File: config.mk
export PLATFORM = sky130hd
export DESIGN_NAME = operand_seq
export DESIGN_NICKNAME = d
export VERILOG_FILES = /design/src/rtl/cpu_pkg.sv /design/src/rtl/operand_seq.sv
export SDC_FILE = /design/constraint.sdc
export NUM_CORES = 1
export LEC_CHECK = 0
export ABC_AREA = 1
export CORE_ASPECT_RATIO = 1.5
export CORE_MARGIN = 2
export CORE_UTILIZATION = 43
export CTS_BUF_LIST = sky130_fd_sc_hd__clkbuf_16
export DETAILED_ROUTE_END_ITERATION = 12
export PLACE_DENSITY = 0.74
export SYNTH_ARGS = -nofsm -noshare
export SYNTH_HDL_FRONTEND = slang
export SYNTH_SLANG_ARGS = --single-unit
File: constraint.sdc
create_clock -name clk -period 3.5 [get_ports clk]
set_input_delay 0.525 -clock clk [delete_from_list [all_inputs] [get_ports clk]]
set_output_delay 0.525 -clock clk [all_outputs]
set_load 0.05 [all_outputs]
File: src/rtl/cpu_pkg.sv
`default_nettype none
// ============================================================================
// Module      : cpu_pkg
// Description : Shared widths, IR field positions, opcodes, operand_seq states.
//               State set depends on OPERAND_SEQ_INDIRECT_EN.
// Revision    : 1.0 - initial release
// ============================================================================
package cpu_pkg;

    localparam int C_DATA_WIDTH = 16;
    localparam int C_ADDR_WIDTH = 6;

    localparam int C_IR_OC_MSB = 15;
    localparam int C_IR_OC_LSB = 12;
    localparam int C_IR_DI_X   = 11;
    localparam int C_IR_AX_MSB = 10;
    localparam int C_IR_AX_LSB = 8;
    localparam int C_IR_DI_Y   = 7;
    localparam int C_IR_AY_MSB = 6;
    localparam int C_IR_AY_LSB = 4;
    localparam int C_IR_DI_Z   = 3;
    localparam int C_IR_AZ_MSB = 2;
    localparam int C_IR_AZ_LSB = 0;

    localparam logic [3:0] C_OC_NOP = 4'h0;
    localparam logic [3:0] C_OC_ADD = 4'h1;
    localparam logic [3:0] C_OC_SUB = 4'h2;
    localparam logic [3:0] C_OC_AND = 4'h3;
    localparam logic [3:0] C_OC_OR  = 4'h4;
    localparam logic [3:0] C_OC_MOV = 4'h5;

    typedef enum logic [3:0] {
        IDLE     = 4'd0,
        OP_ADDR  = 4'd1,
        OP_RD    = 4'd2,
`ifdef OPERAND_SEQ_INDIRECT_EN
        IND_ADDR = 4'd3,
        IND_RD   = 4'd4,
        WB_PADDR = 4'd5,
        WB_PRD   = 4'd6,
`endif
        WB_WRITE = 4'd7,
        DONE     = 4'd8
    } opseq_state_t;

    // Returns {found, index} of the lowest set mask bit at or above 'from'.
    function automatic logic [2:0] next_op(input logic [2:0] sel, input logic [1:0] from);
        logic [2:0] v_res;
        v_res = 3'b000;
        for (int i = 2; i >= 0; i--) begin
            if (sel[i] && (i >= int'(from))) begin
                v_res = {1'b1, 2'(i)};
            end
        end
        return v_res;
    endfunction

endpackage
`default_nettype wire

File: src/rtl/operand_seq.sv
`default_nettype none
// ============================================================================
// Module      : operand_seq
// Description : Fetches x/y/z operands from memory and writes back results;
//               indirect addressing enabled by OPERAND_SEQ_INDIRECT_EN.
// Revision    : 1.0 - initial release
// ============================================================================
module operand_seq
    import cpu_pkg::*;
#(
    parameter int DATA_WIDTH = C_DATA_WIDTH,
    parameter int ADDR_WIDTH = C_ADDR_WIDTH
) (
    input  logic                  clk,
    input  logic                  rst_n,
    input  logic                  start,
    input  logic [DATA_WIDTH-1:0] ir,
    input  logic [2:0]            mask,
    input  logic                  wb_start,
    input  logic [DATA_WIDTH-1:0] wb_data,
    output logic [ADDR_WIDTH-1:0] mem_addr,
    output logic                  mem_we,
    output logic [DATA_WIDTH-1:0] mem_wdata,
    input  logic [DATA_WIDTH-1:0] mem_rdata,
    output logic [DATA_WIDTH-1:0] op_x,
    output logic [DATA_WIDTH-1:0] op_y,
    output logic [DATA_WIDTH-1:0] op_z,
    output logic                  busy,
    output logic                  done
);

    opseq_state_t                r_state;
    opseq_state_t                w_state_next;
    logic [C_IR_DI_X:0]          r_ir;
    logic [2:0]                  r_mask;
    logic [1:0]                  r_idx;
    logic [DATA_WIDTH-1:0]       r_wb_data;
    logic [DATA_WIDTH-1:0]       r_op_x, r_op_y, r_op_z;
    logic [2:0]                  w_first, w_adv;
    logic [2:0]                  w_field;
    logic [ADDR_WIDTH-1:0]       w_ax, w_wb_target;
    logic                        w_load;
    logic                        w_unused;

    function automatic logic [ADDR_WIDTH-1:0] zext(input logic [2:0] f);
        return ADDR_WIDTH'(f);
    endfunction

    assign w_first = next_op(mask, 2'd0);
    assign w_adv   = next_op(r_mask, r_idx + 2'd1);
    assign w_ax    = zext(r_ir[C_IR_AX_MSB:C_IR_AX_LSB]);

    always_comb begin
        w_field = r_ir[C_IR_AX_MSB:C_IR_AX_LSB];
        case (r_idx)
            2'd1:    w_field = r_ir[C_IR_AY_MSB:C_IR_AY_LSB];
            2'd2:    w_field = r_ir[C_IR_AZ_MSB:C_IR_AZ_LSB];
            default: w_field = r_ir[C_IR_AX_MSB:C_IR_AX_LSB];
        endcase
    end

`ifdef OPERAND_SEQ_INDIRECT_EN
    logic [ADDR_WIDTH-1:0] r_ptr;
    logic                  w_di;

    always_comb begin
        w_di = r_ir[C_IR_DI_X];
        case (r_idx)
            2'd1:    w_di = r_ir[C_IR_DI_Y];
            2'd2:    w_di = r_ir[C_IR_DI_Z];
            default: w_di = r_ir[C_IR_DI_X];
        endcase
    end

    assign w_load      = ((r_state == OP_RD) && !w_di) || (r_state == IND_RD);
    assign w_wb_target = r_ir[C_IR_DI_X] ? r_ptr : w_ax;
    assign w_unused    = ^ir[DATA_WIDTH-1:C_IR_DI_X+1];

    always_ff @(posedge clk or negedge rst_n) begin
        if (!rst_n) begin
            r_ptr <= '0;
        end else if (((r_state == OP_RD) && w_di) || (r_state == WB_PRD)) begin
            r_ptr <= mem_rdata[ADDR_WIDTH-1:0];
        end
    end
`else
    assign w_load      = (r_state == OP_RD);
    assign w_wb_target = w_ax;
    // Direct-only build: the di bits are latched but deliberately ignored.
    assign w_unused    = ^{ir[DATA_WIDTH-1:C_IR_DI_X+1], r_ir[C_IR_DI_X], r_ir[C_IR_DI_Y], r_ir[C_IR_DI_Z]};
`endif

    always_comb begin
        w_state_next = r_state;
        mem_addr     = '0;
        mem_we       = 1'b0;
        mem_wdata    = '0;
        case (r_state)
            IDLE: begin
                if (wb_start) begin
`ifdef OPERAND_SEQ_INDIRECT_EN
                    w_state_next = ir[C_IR_DI_X] ? WB_PADDR : WB_WRITE;
`else
                    w_state_next = WB_WRITE;
`endif
                end else if (start) begin
                    w_state_next = w_first[2] ? OP_ADDR : DONE;
                end
            end
            OP_ADDR: begin
                mem_addr     = zext(w_field);
                w_state_next = OP_RD;
            end
            OP_RD: begin
                mem_addr = zext(w_field);
`ifdef OPERAND_SEQ_INDIRECT_EN
                if (w_di) w_state_next = IND_ADDR;
                else
`endif
                w_state_next = w_adv[2] ? OP_ADDR : DONE;
            end
`ifdef OPERAND_SEQ_INDIRECT_EN
            IND_ADDR: begin
                mem_addr     = r_ptr;
                w_state_next = IND_RD;
            end
            IND_RD: begin
                mem_addr     = r_ptr;
                w_state_next = w_adv[2] ? OP_ADDR : DONE;
            end
            WB_PADDR: begin
                mem_addr     = w_ax;
                w_state_next = WB_PRD;
            end
            WB_PRD: begin
                mem_addr     = w_ax;
                w_state_next = WB_WRITE;
            end
`endif
            WB_WRITE: begin
                mem_addr     = w_wb_target;
                mem_we       = 1'b1;
                mem_wdata    = r_wb_data;
                w_state_next = DONE;
            end
            DONE:    w_state_next = IDLE;
            default: w_state_next = IDLE;
        endcase
    end

    always_ff @(posedge clk or negedge rst_n) begin
        if (!rst_n) begin
            r_state   <= IDLE;
            r_ir      <= '0;
            r_mask    <= '0;
            r_idx     <= '0;
            r_wb_data <= '0;
        end else begin
            r_state <= w_state_next;
            // wb_start has priority; commands outside IDLE are dropped.
            if (r_state == IDLE) begin
                if (wb_start) begin
                    r_ir      <= ir[C_IR_DI_X:0];
                    r_wb_data <= wb_data;
                end else if (start) begin
                    r_ir   <= ir[C_IR_DI_X:0];
                    r_mask <= mask;
                    r_idx  <= w_first[1:0];
                end
            end else if (w_load) begin
                r_idx <= w_adv[1:0];
            end
        end
    end

    always_ff @(posedge clk or negedge rst_n) begin
        if (!rst_n) begin
            r_op_x <= '0;
            r_op_y <= '0;
            r_op_z <= '0;
        end else if (w_load) begin
            case (r_idx)
                2'd0:    r_op_x <= mem_rdata;
                2'd1:    r_op_y <= mem_rdata;
                2'd2:    r_op_z <= mem_rdata;
                default: ;
            endcase
        end
    end

    assign op_x = r_op_x;
    assign op_y = r_op_y;
    assign op_z = r_op_z;
    assign busy = (r_state != IDLE);
    assign done = (r_state == DONE);

endmodule
`default_nettype wire

==> results.md, run 1 <==
* Status: finished, final reports clean
* Unrepaired setup endpoints after global routing: no
* HPWL after DPL at ~6.7 mm
* Gr usage total at 21.6%
* Worst slew pin tran at around 1000 ps
* CP max FO at 7
* Post-CTS setup repair buffer count at 0
* Final setup violation count at 0
* Final Cycle Share at ~87%
* Vias per inst at roughly 4.9
* Post-layout min period at 3030 ps
* Total chip power at between 5 and 6 mW
* Final Hold Fails at 0
* Largest net degree at the start of global routing at between 80 and 90
* DRC errors left at 0
* Main flop type after synthesis: dfrtp_1
* EDFF count, synth at 0
* Core area at 8410 um2
* Routed WL at around 9.7 mm
* Routability congestion estimate at 0.787
* Largest cells by area after synthesis: dfrtp_1 (55%), nand2_1 (16%), o21ai_0 (7.4%), inv_1 (3.0%), nor2_1 (2.8%)
* # IOs at 128
* Hold-fix buffers at CTS at 0
* First-pass GRT wire length at 15.9 mm
* Starting Density at 44.1%
* Antenna violations before repair at 0
* # placed instances at 646
* Max Clock Freq at 330 MHz
* CP Class: flip-flop to output pin
* Root Buffer: clkbuf_16
* Final critical-path setup slack at roughly 470 ps
* Nets at 610
* Cell Area, Placed at between 4000 and 5000 um2
* Worst EP required at about 3000 ps
* Leakage at 2.40 nW
* Register area share after synthesis at a little under three fifths
* Die H at 118 um
* Cell taking the most area after synthesis: dfrtp_1
* Post-cts sizing count at 0
* Final TNS setup at 0 ps
* CTS Buffer Depth at 2
* Total CTS buffers at 9
* Synth-to-layout area growth at 41.0%
* Setup Skew at approximately 7.7 ps
* Clock slew at reported path FFs at around 60 ps
* Syn Area/Cell at around 8.4 um2
* Arr. time, crit path at 2500 ps
* Vias at 3245
* CTS tree: built
* Share of the synthesized area in the top cell type at 55.3%
* Cell count after synthesis at roughly 440
* Layout cells sized above 1 at 6.31%
* Ant. Diodes at 0
* Wire per inst at 14.6 um
* Cell Pwr Density at about 1100 nW/um2
* Final Instance Area at 5230 um2
* Clock Latency Late Sink at 330 ps
* Number of global-route vias before repair at about 3300
* Synth cell types at 27
* Place WS at between 800 and 900 ps
* Cell Rows at 41
* Worst-case vdd ir drop at 0.725 mV
* # port buffers at roughly 120
* Synth async-reset ratio at 100%
* Endpoint class of the critical path: output pin
* Crit path launch type: flip-flop
* Cell Count, Final, Fillers Out at 662
* Hold crit path type: primary input to async pin
* Sink Count at 82
* Grt ovf at 0
* Fin Hold WS at 365 ps
* DR iter-0 viols at 218
* H-Tree Depth at 3
* Max Cap Violations at 0
* Die ar. at 9400 um2
* Max Slew Vio Count at 0
* Final design utilization at ~62%
* Synthesized flop and latch total at just over 80
* Post-route ant nets at 0
* Chip width at 79.8 um
* Detailed Routing Iterations Pass 1 at 5
* Total number of yosys warnings at 0
* Syn Std Cell Area at between 3000 and 4000 um2
* Max-slew headroom at slightly above 30%
flip-flops by register name, indices dropped and copies added, names as in the netlist:
| name | flops |
|---|---|
| r_mask | 3 |
| op_x | 16 |
| r_ir | 9 |
| r_wb_data | 16 |
| r_idx | 2 |
| r_state | 4 |
| op_z | 16 |
| op_y | 16 |
path summary, 6_finish.rpt:
path	from	end	slack (ps)	depth (start not counted)
worst max-delay path	r_idx[0]	mem_addr[2]	470	7
worst min-delay path	rst_n	op_x[3]	370	1
worst max register to register	r_state[3]	op_y[8]	1740	6
worst min register to register	op_x[9]	op_x[9]	480	2
max in group asynchronous	rst_n	r_mask[0]	2460	1
min in group clk	op_x[9]	op_x[9]	480	2
per-layer routing:
metal	share of wire, %	GRT usage, %
met3	6.4	6.60
met5	0	0
met2	52	37.8
met4	1.4	6.57
met1	40	25.0
cell usage after synthesis, types with 2 or more instances:
master      n
nor2_1     28
nand3_1    15
ha_1        5
inv_1      30
o21ai_1    14
buf_6       8
o211ai_1    2
nand2_1   163
nand2_2     2
dfrtp_1    82
buf_4       3
buf_1       2
a21oi_1     4
o21ai_0    55
inv_2       6
clkbuf_1    5
nand4_1     2
nor2_4      4
logic make-up (layout without fill, tap and decap cells):
logic type,count (synthesis),after routing,synth area share [%]
AND/OR/NAND/NOR,220,220,25.0
flip-flops,82,82,55.3
AO/OA/AOI/OAI,75,75,10.3
buffers and inverters,56,170,7.66
adder cells (fa/ha/maj),5,5,1.69
other,1,3,0.101
final cells by class:
cell class,count,area (um2)
Fill cell,746,3190
Sequential cell,82,2050
Multi-Input combinational cell,303,1380
Timing Repair Buffer,118,1180
Clock buffer,9,225
Inverter,36,135
Tap cell,107,134
Clock inverter,7,125
power breakdown:
part	internal (mW)	total [mW]	leakage, nW	switching (mW)
registers	1.42	1.66	0.993	0.243
clock network	0.703	1.09	0.170	0.387
logic	0.919	3.08	1.23	2.16
placed cells by master (no fill, tap or decap), types with 2 or more instances in the layout:
cell type	n
nand2_1	163
clkdlybuf4s50_1	116
dfrtp_1	82
o21ai_0	55
inv_1	30
nor2_1	28
nand3_1	15
o21ai_1	14
clkbuf_16	9
inv_2	6
ha_1	5
nor2_4	4
a21oi_1	4
conb_1	3
bufinv_16	3
clkinv_4	3
o211ai_1	2
nand2_2	2
nand4_1	2
buf_4	2
critical path: stages (launching register included):
cell and delay [ps]:
dfrtp_1 410, inv_1 100, ha_1 430, inv_1 90, a21oi_1 150, o21ai_0 90
o21ai_0 80, clkdlybuf4s50_1 820
Power figures use the tool's default switching activity.
==> run 2: changes to the inputs <==
--- a/config.mk
+++ b/config.mk
@@ -8,10 +8,10 @@
 export ABC_AREA = 1
 export CORE_ASPECT_RATIO = 1.5
 export CORE_MARGIN = 2
-export CORE_UTILIZATION = 43
+export CORE_UTILIZATION = 49
 export CTS_BUF_LIST = sky130_fd_sc_hd__clkbuf_16
 export DETAILED_ROUTE_END_ITERATION = 12
-export PLACE_DENSITY = 0.74
+export PLACE_DENSITY = 0.83
 export SYNTH_ARGS = -nofsm -noshare
 export SYNTH_HDL_FRONTEND = slang
 export SYNTH_SLANG_ARGS = --single-unit
==> run 2 against run 1 <==
  * Via count about the same
  * Total power decreased by 3.3%
  * Combinational power about the same
  * Sequential power about the same
  * Critical endpoint unchanged
  * Largest cell class unchanged
  * Largest power group unchanged
==> results.md, run 2 (same netlist as run 1, synthesis figures left out) <==
* Chip width at 75.0 um (-6.0%)
* Worst slew pin tran at 995 ps (-41.3 ps)
* Vias per inst at 4.97 (+1.3%)
* Detailed Routing Iterations Pass 1 at 4 (-1)
* Largest net degree at the start of global routing at 83 (unchanged)
* Hold-fix buffers at CTS at 0 (unchanged)
* First-pass GRT wire length at 14.6 mm (-7.9%)
* Commonest cells after routing, fill and taps aside: nand2_1 (163), clkdlybuf4s50_1 (116), dfrtp_1 (82), o21ai_0 (55), inv_1 (30)
* Synth-to-layout area growth at 38.9%
* Fin Hold WS at 345 ps (-20.2 ps)
* DR iter-0 viols at 161 (-26%)
* Wire per inst at 13.8 um (-5.6%)
* Final design utilization at 70.8% (+8.7 points)
* Arr. time, crit path at 2460 ps (-40 ps)
* DRC errors left at 0 (unchanged)
* Status: finished, final reports clean
* CP max FO at 7 (unchanged)
* Routability congestion estimate at 0.860 (+9.2%)
* Layout cells sized above 1 at 5.78% (-0.53 points)
* # IOs at 128 (unchanged)
* Commonest non-fill, non-tap cell in the layout: nand2_1
* Gr usage total at 22.8% (+1.1 points)
* Max Clock Freq at 335 MHz (+1.5%)
* Antenna violations before repair at 0 (unchanged)
* # port buffers at 117 (unchanged)
* Final setup violation count at 0 (unchanged)
* Post-layout min period at 2980 ps (-43.9 ps)
* H-Tree Depth at 3 (unchanged)
* Vias at 3248 (+0.092%)
* Cell Area, Placed at 4870 um2 (-0.18%)
* Post-route ant nets at 0 (unchanged)
* HPWL after DPL at 6.42 mm (-4.0%)
* FF-to-FF End: op_y[1]
* Crit path launch type: flip-flop
* Clock Latency Late Sink at 340 ps (about the same)
* CTS tree: built
* Starting Density at 51.0% (+6.9 points)
* R2R cell count at 6 (unchanged)
* Final-layout fill cell count at 537 (-28%)
* Max Slew Vio Count at 0 (unchanged)
* Final Hold Fails at 0 (unchanged)
* Die ar. at 8290 um2 (-12%)
* Root Buffer: clkbuf_16
* CTS Buffer Depth at 2 (unchanged)
* Final TNS setup at 0 ps (unchanged)
* Setup Skew at 5.71 ps (-2.02 ps)
* Grt ovf at 0 (unchanged)
* Final Instance Area at 5150 um2 (-1.4%)
* Core area at 7270 um2 (-14%)
* Hold crit path type: primary input to async pin
* Worst r2r src: r_state[3]
* Endpoint class of the critical path: output pin
* Post-cts sizing count at 0 (unchanged)
* Final Cycle Share at 85.3% (-1.3 points)
* CP Class: flip-flop to output pin
* Leakage at 2.36 nW (-1.4%)
* R2R setup slack at 1760 ps (+20 ps)
* Sink Count at 82 (unchanged)
* Unrepaired setup endpoints after global routing: no
* Max Cap Violations at 0 (unchanged)
* Worst EP required at 2970 ps (about the same)
* Nets at 610 (unchanged)
* Worst-case vdd ir drop at 0.835 mV (+15%)
* Cell Pwr Density at 1100 nW/um2 (-1.8%)
* Number of global-route vias before repair at 3261 (+0.061%)
* Routed WL at 9.00 mm (-6.7%)
* Total CTS buffers at 9 (unchanged)
* Max-slew headroom at 33.7% (+2.8 points)
* Post-CTS setup repair buffer count at 0 (unchanged)
* Cell Rows at 38 (-7.3%)
* Ant. Diodes at 0 (unchanged)
* Clock slew at reported path FFs at 60 ps (about the same)
* Die H at 111 um (-6.1%)
## run 2: cell types whose count changed in the layout (fill, tap and decap cells not counted), sizes merged
cell      change
bufinv        -2
clkinv        +1
clkinvlp      +1
inv           -1
## run 2: worst max path at each step
stage | start | endpoint | cells after the start
detailed placement | r_idx[1] | mem_addr[2] | 7
CTS | r_idx[1] | mem_addr[2] | 7
finish | r_idx[1] | mem_addr[2] | 7
global placement | r_idx[0] | mem_addr[2] | 7
global route | r_idx[0] | mem_addr[2] | 7
floorplan | r_state[1] | mem_addr[2] | 4
## run 2: metal layers
metal	vias up	wire length (um)	GRT usage (%)
met1	1489	3450	25.3
met2	136	4600	38.8
met3	16	722	5.66
li1	1607	-	-
met4	0	227	11.2
met5	-	0	0
## run 2: area by class of cell
| class | count | area (um2) | area share, % |
|---|---|---|---|
| Tap cell | 100 | 125 | 2.43 |
| Sequential cell | 82 | 2050 | 39.8 |
| Inverter | 36 | 135 | 2.62 |
| Clock inverter | 6 | 58.8 | 1.14 |
| Multi-Input combinational cell | 303 | 1380 | 26.8 |
| Clock buffer | 9 | 225 | 4.37 |
| Timing Repair Buffer | 118 | 1180 | 22.8 |
## run 2: power by group
part	switching, mW	internal [mW]	leakage (nW)
sequential	0.253	1.42	0.993
clock	0.359	0.543	0.136
combinational	2.15	0.919	1.23
total	2.76	2.88	2.36
## run 2: critical path: stages (launching register included)
cell and delay (ps):
dfrtp_1 420, inv_1 100, ha_1 420, inv_1 90, a21oi_1 120, o21ai_0 80, o21ai_0 70, clkdlybuf4s50_1 820
## run 2: stage by stage
step	setup WS [ps]	total power, mW	cells
final	516	5.64	654
after global routing	358	5.99	654
after CTS	519	5.69	654
after detailed placement	881	4.76	639
after global placement	927	4.69	639
after floorplan	626	3.79	441
